File: src/rtl/servo_pwm_bank_if.sv
// rtl/servo_pwm_bank_if.sv - enable/duty bus into the servo PWM bank and its PWM/strobe outputs
interface servo_pwm_bank_if;
    logic [3:0]  ServoEnable;
    logic [83:0] ServoDuty;
    logic [3:0]  PwmOut;
    logic [3:0]  PeriodFinished;

    modport master (
        output ServoEnable,
        output ServoDuty,
        input  PwmOut,
        input  PeriodFinished
    );

    modport slave (
        input  ServoEnable,
        input  ServoDuty,
        output PwmOut,
        output PeriodFinished
    );
endinterface

File: src/rtl/servo_pwm_bank.sv
// rtl/servo_pwm_bank.sv - four-channel servo PWM with duty loaded only at period boundaries
// Optional feature: SERVO_DUTY_CLAMP_EN clamps each loaded duty into [MIN_PULSE, MAX_PULSE].
module servo_pwm_bank #(
    parameter int PERIOD    = 2000000,
    parameter int MIN_PULSE = 100000,
    parameter int MAX_PULSE = 200000
) (
    input  logic            Clock,
    input  logic            Reset_n,
    servo_pwm_bank_if.slave servoBus
);
    typedef enum logic {IDLE, RUN} chanStateT;

    localparam logic [20:0] lastCount = 21'(PERIOD - 1);
`ifdef SERVO_DUTY_CLAMP_EN
    localparam bit clampOn = 1'b1;
`else
    localparam bit clampOn = 1'b0;
`endif
    // With clamping off the bounds span the full 21-bit range, so slices pass through untouched.
    localparam logic [20:0] loBound = clampOn ? 21'(MIN_PULSE) : 21'd0;
    localparam logic [20:0] hiBound = clampOn ? 21'(MAX_PULSE) : 21'h1FFFFF;

    chanStateT   state  [4];
    logic [20:0] count  [4];
    logic [20:0] shadow [4];
    logic [20:0] loadDuty [4];
    logic [3:0]  pwmReg;
    logic [3:0]  pfReg;

    for (genvar g = 0; g < 4; g++) begin : gLoad
        logic [20:0] slice;
        assign slice       = servoBus.ServoDuty[21*g +: 21];
        assign loadDuty[g] = (slice < loBound) ? loBound :
                             (slice > hiBound) ? hiBound : slice;
    end

    always_ff @(posedge Clock or negedge Reset_n) begin
        if (!Reset_n) begin
            for (int i = 0; i < 4; i++) begin
                state[i]  <= IDLE;
                count[i]  <= '0;
                shadow[i] <= '0;
            end
            pwmReg <= '0;
            pfReg  <= '0;
        end else begin
            for (int i = 0; i < 4; i++) begin
                case (state[i])
                    IDLE: begin
                        count[i] <= '0;
                        pfReg[i] <= 1'b0;
                        if (servoBus.ServoEnable[i]) begin
                            state[i]  <= RUN;
                            shadow[i] <= loadDuty[i];
                            pwmReg[i] <= (loadDuty[i] != 21'd0);
                        end else begin
                            pwmReg[i] <= 1'b0;
                        end
                    end
                    RUN: begin
                        if (count[i] == lastCount) begin
                            count[i]  <= '0;
                            pfReg[i]  <= 1'b1;
                            shadow[i] <= loadDuty[i];
                            // A dropped enable only takes effect here, so the last pulse is never cut short.
                            if (!servoBus.ServoEnable[i]) begin
                                state[i]  <= IDLE;
                                pwmReg[i] <= 1'b0;
                            end else begin
                                pwmReg[i] <= (loadDuty[i] != 21'd0);
                            end
                        end else begin
                            count[i]  <= count[i] + 21'd1;
                            pfReg[i]  <= 1'b0;
                            pwmReg[i] <= ((count[i] + 21'd1) < shadow[i]);
                        end
                    end
                endcase
            end
        end
    end

    assign servoBus.PwmOut         = pwmReg;
    assign servoBus.PeriodFinished = pfReg;
endmodule
File: src/flat_wrapper.sv
// flat-port wrapper written by rule: the top's interface ports become plain ports
module servo_pwm_bank_flat 
#(
    parameter int PERIOD    = 2000000,
    parameter int MIN_PULSE = 100000,
    parameter int MAX_PULSE = 200000
)
  (Clock, Reset_n, servoBus_ServoEnable, servoBus_ServoDuty, servoBus_PwmOut, servoBus_PeriodFinished);
  servo_pwm_bank_if servoBus_i ();
  input  logic Clock;
  input  logic Reset_n;
  input wire logic [$bits(servoBus_i.ServoEnable)-1:0] servoBus_ServoEnable;
  input wire logic [$bits(servoBus_i.ServoDuty)-1:0] servoBus_ServoDuty;
  output wire logic [$bits(servoBus_i.PwmOut)-1:0] servoBus_PwmOut;
  output wire logic [$bits(servoBus_i.PeriodFinished)-1:0] servoBus_PeriodFinished;
  assign servoBus_i.ServoEnable = servoBus_ServoEnable;
  assign servoBus_i.ServoDuty = servoBus_ServoDuty;
  assign servoBus_PwmOut = servoBus_i.PwmOut;
  assign servoBus_PeriodFinished = servoBus_i.PeriodFinished;
  servo_pwm_bank #(.PERIOD(PERIOD), .MIN_PULSE(MIN_PULSE), .MAX_PULSE(MAX_PULSE)) u_core (.Clock(Clock), .Reset_n(Reset_n), .servoBus(servoBus_i));
endmodule
File: config.mk
export PLATFORM = sky130hd
export DESIGN_NAME = servo_pwm_bank_flat
export DESIGN_NICKNAME = d
export VERILOG_FILES = /design/src/rtl/servo_pwm_bank_if.sv /design/src/rtl/servo_pwm_bank.sv /design/src/flat_wrapper.sv
export SDC_FILE = /design/constraint.sdc
export NUM_CORES = 1
export LEC_CHECK = 0
export CAP_MARGIN = 20
export CORE_MARGIN = 1
export CORE_UTILIZATION = 45
export CTS_CLUSTER_SIZE = 28
export DETAILED_ROUTE_END_ITERATION = 8
export PLACE_DENSITY = 0.77
export SETUP_SLACK_MARGIN = 0.3
export SLEW_MARGIN = 20
export SYNTH_ARGS = -nofsm -noshare
export SYNTH_HDL_FRONTEND = slang
export SYNTH_SLANG_ARGS = --single-unit
File: constraint.sdc
create_clock -name Clock -period 4.5 [get_ports Clock]
set_input_delay 0.675 -clock Clock [delete_from_list [all_inputs] [get_ports Clock]]
set_output_delay 0.675 -clock Clock [all_outputs]
set_load 0.02 [all_outputs]
# [Word level (Yosys, flattened, before mapping)]
# Index checks and enable logic that the tools add are counted.
# W data, S select, Z words.
[totals] ff_bits=180 word_cells=114
[op_classes] eq_ne=12 n_lt_le_gt_ge=12 n_mux=60 n_bitwise=4 add_sub_neg=4 n_reduce_logical=8
[ops] op="$mux W21" n=20
[ops] op="$pmux W21 S2" n=8
[ops] op="$add A21 B1 Y21 const B" n=4
[ops] op="$eq A21 B21 Y1 const B" n=4
[ops] op="$gt A21 B21 Y1 const B" n=4
[ops] op="$lt A21 B1 Y1 const B" n=4
[ops] op="$lt A21 B21 Y1" n=4
[ops] op="$reduce_bool A21 Y1" n=4
[ops] op="$pmux W1 S2" n=12
[ops] op="$mux W1" n=20
[ops] op="$ne A2 B2 Y1 const B" n=8
[ops] op="$reduce_and A2 Y1" n=4
[ops] op="$not A1 Y1" n=4

# [Longest topological paths before layout]
# Gate-level depths: netlist of run 1.
[logic_depth] ltp_word=7 ltp_mapped=11

# [Least setup slack after synthesis of run 1]
# OpenSTA, ideal clock, no wires.
[synth_path] path_type="register to register" start="register u_core.count[21] (netlist bit)" end="register u_core.pwmReg[2] (netlist: u_core.servoBus.PwmOut[2])" path_buffers=0 t_arrival_ps=2709 period_less_slack_ps=2835 path_stages_with_launch=11 path_slack_ps=1665 setup_time_ps=126 path_cell_list="dfrtp_1 ha_1 nand2_1 nor4_1 nand4_1 xnor2_1 ha_1 nand4_1 or4_1 a21oi_1 o31ai_1"
[synth_between] elab_chain_len=4
[synth_rtl] item="start, declared" line_no="servo_pwm_bank.sv:25" source="logic [20:0] count [4];"
[synth_rtl] item="start signal, assigned by index" line_no="servo_pwm_bank.sv:74" source="count[i] <= count[i] + 21'd1;"
[synth_rtl] item="$add A21 B1 Y21" line_no="servo_pwm_bank.sv:76" source="pwmReg[i] <= ((count[i] + 21'd1) < shadow[i]);"
[synth_rtl] item="$lt A21 B21 Y1" line_no="servo_pwm_bank.sv:76"
[synth_rtl] item="$mux W1 (*)" line_no="servo_pwm_bank.sv:62" source="if (count[i] == lastCount) begin"
[synth_rtl] item="$pmux W1 S2 (*)" line_no="servo_pwm_bank.sv:49" source="case (state[i])"
[synth_rtl] item="end signal, assigned by index" line_no="servo_pwm_bank.sv:56" source="pwmReg[i] <= (loadDuty[i] != 21'd0);"
[synth_rtl] item="end signal, assigned by index" line_no="servo_pwm_bank.sv:71" source="pwmReg[i] <= (loadDuty[i] != 21'd0);"
[synth_rtl] item="end signal, assigned by index" line_no="servo_pwm_bank.sv:76"
[synth_rtl] item="end, declared" line_no="servo_pwm_bank.sv:28" source="logic [3:0] pwmReg;"
# Mark *: on every way between the ends. The rest lies on a longest branch, timed or not.
# A chain may end at the register's enable or synchronous reset.

# [Worst setup path after layout of run 1]
# Same ends and word-level chain as after synthesis.

==> results of run 1 <==
[layout by cell type, fill, tap and decap left out, drive strengths merged, types with 38 or more instances in the layout]
cell type	count
ha	84
nand2	47
inv	98
xnor2	38
clkdlybuf4s50	96
dfrtp	180
mux2	84
xor2	38
nor2b	69
nand3	40
[registers in the layout, indices dropped and copies added, names as in the netlist]
register and flops:
u_core.count 84, u_core.shadow 84, u_core.servoBus.PeriodFinished 4, u_core.servoBus.PwmOut 4
u_core.state 4
[path summary, 6_finish.rpt]
kind	to	cells past startpoint
max in group asynchronous	u_core.count[36]$_DFF_PN0_	2
hold reg to reg	u_core.count[0]$_DFF_PN0_	1
min in group Clock	u_core.count[0]$_DFF_PN0_	1
setup / recovery	u_core.servoBus.PwmOut[2]$_DFF_PN0_	10
setup reg to reg	u_core.servoBus.PwmOut[2]$_DFF_PN0_	10
hold / removal	u_core.shadow[20]$_DFFE_PN0P_	1
[critical path: cells and delay by family (launching register included)]
| kind | cells | cell delay (ns) |
|---|---|---|
| DFF | 1 | 0.40 |
| adders and majority gates | 2 | 0.53 |
| and+or+nand+nor | 5 | 1.77 |
| xor gates and xnor gates | 1 | 0.19 |
| AOI/OAI and AO/OA | 2 | 0.24 |
[metal layers]
layer,GRT usage,vias up,wire length (microns)
met1,0.261,3377,9500
met5,0,-,0
met3,0.0289,36,549
met2,0.307,128,9570
met4,0.0795,0,512
li1,-,3451,-
[per-stage QoR]
step                      worst slack (ns)  hold slack, ns  utilization
final                                 1.25           0.328        0.544
after global routing                 0.984           0.413        0.544
after CTS                             1.26           0.413        0.544
after detailed placement              1.29           0.482        0.518
after global placement                1.37           0.462        0.518
after floorplan                       1.67           0.379            -
[power by group through the flow]
stage	sequential (mW)	combinational, mW	clock, mW
after floorplan	1.65	0.00461	0
after global placement	1.65	0.133	0
after detailed placement	1.65	0.134	0
after CTS	1.62	0.134	1.50
after global routing	1.62	0.145	1.57
final	1.62	0.130	1.48
[logic make-up after synthesis]
| kind of cell | count (synthesis) | synth area share |
|---|---|---|
| muxes | 84 | 0.102 |
| adders and majority gates | 84 | 0.105 |
| and+or+nand+nor | 321 | 0.180 |
| buffers and inverters | 110 | 0.0475 |
| AOI/OAI and AO/OA | 78 | 0.0519 |
| xor gates and xnor gates | 76 | 0.0663 |
| DFF | 180 | 0.448 |
[layout make-up]
class,count,area [sq um],area share
sequential,180,4500,0.379
clock buffer,17,425,0.0358
timing repair buffer,102,1020,0.0863
multi-input combinational,643,5070,0.427
clock inverter,13,150,0.0126
tap,280,350,0.0295
inverter,93,349,0.0294
==> flow_summary.ini, run 1 <==
[run_status]
status = completed

[timing]
final.setup.tns_ns = 0
finalSetupViolCount = 0
slew_headroom = 0.372
hold_viol_final = 0
slew_violations = 0
min_period_over_period = 0.723
timing.fmax_ghz = 0.308
fin_worst_skew_ns = 0.0118
worst_slew_pin_slew_ns = 0.943
min_period_ns = 3.25
rsz0062_at_grt = false

[floorplan]
initial_core_util = 0.460
pin_count = 98
die-height_microns = 151
die_x_microns = 151
std_cell_rows = 54
die_area_sq_um = 22900
core-area_sq_um = 21800

[grt]
overflow = 0
grt_pass1_vias = 7154
grt_pass1_wl_microns = 34600
antenna_found_initial = 0
grt_max_degree = 110
grt_util_all_layers = 0.193

[place]
hpwl_microns = 15400
placed_area_sq_um = 11300
routabilityCongestion = 0.842
placed_cells = 1298
port-buffer-count = 97

[synthesis]
synth-edff-count = 0
netlist_instances = 933
synth-seq-cells = 180
ys_types = 54
avgSynthCellArea_sq_um = 10.8
async_flop_share = 1.00
ys_seq_area_frac = 0.448
yosysWarnings = 0
synth.area.top_cells = dfrtp_1, ha_1, mux2_2
yosysTopAreaCellShare = 0.448
synthFlopType = dfrtp_1
yosysMostFrequentCell = dfrtp_1
netlist.top_cell.by_area = dfrtp_1
syn-num-nets = 1107
synth_commonest_cells = dfrtp_1, inv_1, ha_1, nor2b_1, mux2_2
synth_area_sq_um = 10000

[power]
switchingPower_mw = 0.711
pwr-share-clk = 0.458
combPwrFrac = 0.040
p_total_mw = 3.22
irDropWorstVdd_uv = 233
internal-power_mw = 2.51
p_sw_frac = 0.220
p_leak_nw = 5.63
power_density_nw_per_um2 = 272
seqPwrFrac = 0.502

[cells_and_area]
layout.nets = 1211
final_layout_size_suffix_gt1_frac = 0.124
antennaDiodeCount = 0
final_cell_area_sq_um = 11900
fillers = 1879
fin_cells = 1328
area_delta_synth_final_pct = 18.2

[clock_tree]
htreeDepth = 4
hold_buffers = 0
cts_tree = built
clock-sinks = 180
clk_latency_ns = 0.43
clk_path_buf_depth = 2
cts_setup_buffers = 0
cts_buffers = 17
clock-root-buffer = clkbuf_16
path_clk_slew_ns = 0.07
post_cts_resized = 0

[routing]
vias_per_cell = 5.27
first_pass_iters = 7
drc = 0
drtAntennaViolNets = 0
drt-total-wl_microns = 20100
drt_iter0_markers = 340
via_count = 6992
wl_per_cell_microns = 15.2

[critical_path]
slowest_delay_ns = 0.78
worstPathRequired_ns = 4.81
r2r-start = u_core.count[21]$_DFF_PN0_
slowest_stage = nor4_1
crit_path_start = u_core.count[21]$_DFF_PN0_
crit_type = reg2reg
crit_arrival_ns = 3.56
endpoint_kind = flip-flop
cp-start-kind = flip-flop
r2r_slack_ns = 1.25
worstPathCellList = ha_1 > nand2_1 > nor4_1 > nand4_1 > xnor2_1 > ha_1 > nand4_1 > or4_1 > a21oi_1 > o31ai_1
crit_path_max_fanout = 5

[job]
cap_violations = 0

[hold_path]
hold_path_class = in2async
(Power assumes the default switching activity.)
==> run 2: changes to the inputs <==
- clock period: 4.5 -> 3.2 ns (I/O delays scaled with it)
==> flow_summary.ini, run 2 (same netlist as run 1, synthesis figures left out) <==
[critical_path]
r2r-start = u_core.count[43]$_DFF_PN0_
crit_path_start = u_core.count[43]$_DFF_PN0_
cp_common_cell = nand2_1
endpoint_kind = flip-flop
crit_arrival_ns = 3.21
slowest_delay_ns = 0.37
cp-start-kind = flip-flop
crit_type = reg2reg
crit_path_max_fanout = 4
slowest_stage = dfrtp_1
worstPathRequired_ns = 3.53
worstPathCellList = ha_2 > nand4_1 > nor4_4 > buf_4 > nand2_1 > xnor2_1 > ha_1 > a21oi_1 > o21ai_0 > a22oi_1 > nand2_1 > o41ai_2

[routing]
first_pass_iters = 5
via_count = 7035
vias_per_cell = 5.23
drtAntennaViolNets = 0
drt_iter0_markers = 374
wl_per_cell_microns = 15.7
drc = 0
drt-total-wl_microns = 21100

[timing]
hold_viol_final = 0
timing.fmax_ghz = 0.348
worst_slew_pin_slew_ns = 0.695
slew_violations = 0
min_period_over_period = 0.899
rsz0062_at_grt = true
fin_worst_skew_ns = 0.0119
slew_headroom = 0.537
min_period_ns = 2.88
final.setup.tns_ns = 0
finalSetupViolCount = 0

[floorplan]
core-area_sq_um = 21800
die_area_sq_um = 22900
std_cell_rows = 54
pin_count = 98
die_x_microns = 151
initial_core_util = 0.460
die-height_microns = 151

[cells_and_area]
area_delta_synth_final_pct = 20.3
final_layout_size_suffix_gt1_frac = 0.154
final_common_cell = dfrtp_1
top_regs = u_core.count (84), u_core.shadow (84)
final_cell_mix = dfrtp_1, clkdlybuf4s50_1, inv_1
antennaDiodeCount = 0
layout.nets = 1226

[grt]
use_met3 = 0.0316
grt_pass1_wl_microns = 35100
grt_max_degree = 75
met2_usage = 0.332
antenna_found_initial = 0
grt_pass1_vias = 7087
grt_util_all_layers = 0.198
busiest_layer = met2
use_met1 = 0.259
overflow = 0

[power]
pwr-share-clk = 0.455
power_density_nw_per_um2 = 374
switchingPower_mw = 1.04
irDropWorstVdd_uv = 308
p_total_mw = 4.52
internal-power_mw = 3.48
seqPwrFrac = 0.503
p_sw_frac = 0.231
p_leak_nw = 5.72
combPwrFrac = 0.041

[clock_tree]
clock-sinks = 180
cts_buffers = 17
clk_path_buf_depth = 2
hold_buffers = 0
clock-root-buffer = clkbuf_16
path_clk_slew_ns = 0.08
cts_tree = built
clk_latency_ns = 0.44
htreeDepth = 4

[place]
routabilityCongestion = 0.818
port-buffer-count = 97
hpwl_microns = 15600

[job]
cap_violations = 0

[hold_path]
hold_path_class = in2async

[run_status]
status = completed
[run 2: changes by cell type in the layout (fill, tap and decap cells not counted), sizes merged]
cell / previous run / this run
clkinv: 5 / 2
clkinvlp: 1 / 4
bufinv: 2 / 1
buf: 5 / 21
inv: 98 / 100
[run 2: routing by layer]
layer | routed length, microns | part of all wire
met1 | 9460 | 0.45
met2 | 10800 | 0.51
met3 | 516 | 0.024
met4 | 378 | 0.018
met5 | 0 | 0
[run 2: cell type report]
class	instances	area (sq um)
inverters	93	349
clock buffers	18	429
multi-input cells	643	5170
clock inverters	14	143
repair buffers	117	1130
well taps	280	350
fillers	1843	9740
flip-flops and latches	180	4510
[run 2: what timing repair did]
action,CTS,global route
setup endpoints to repair,2,4
buffers inserted,2,3
pin swaps,3,4
resized for setup,4,17
gates cloned,0,0
[run 2: through the flow]
step	hold slack [ns]	setup WS [ns]	cell area (sq um)	instances	utilization
after floorplan	0.184	0.365	10000	933	-
after global placement	0.469	0.411	11400	1308	0.521
after detailed placement	0.479	0.215	11400	1308	0.521
after CTS	0.0872	0.290	12000	1342	0.549
after global routing	0.102	0.127	12100	1345	0.554
final	0.0605	0.324	12100	1345	0.554
[run 2: power groups by stage]
stage	clock (mW)	sequential, mW	combinational [mW]
5_1_grt	2.20	2.27	0.206
2_1_floorplan	0	2.32	0.00648
3_3_place_gp	0	2.32	0.188
3_5_place_dp	0	2.32	0.191
4_1_cts	2.11	2.27	0.192
6_report	2.06	2.27	0.186
[run 2: final timing paths]
path,endpoint,slack (ns),cells after the start
max reg2reg,u_core.servoBus.PwmOut[1]$_DFF_PN0_,0.32,12
min,u_core.shadow[18]$_DFFE_PN0P_,0.06,1
max,u_core.servoBus.PwmOut[1]$_DFF_PN0_,0.32,12
min in group Clock,u_core.shadow[4]$_DFFE_PN0P_,0.51,1
min reg2reg,u_core.shadow[4]$_DFFE_PN0P_,0.51,1
max in group asynchronous,u_core.count[7]$_DFF_PN0_,2.24,2
[run 2: critical path, delay by kind of cell (launching register included)]
family	cells	cell delay, ns
AO/OA/AOI/OAI	4	0.90
XOR/XNOR	1	0.21
adder cells (fa/ha/maj)	2	0.50
buffers and inverters	1	0.19
flip-flops	1	0.37
AND/OR/NAND/NOR	4	0.62
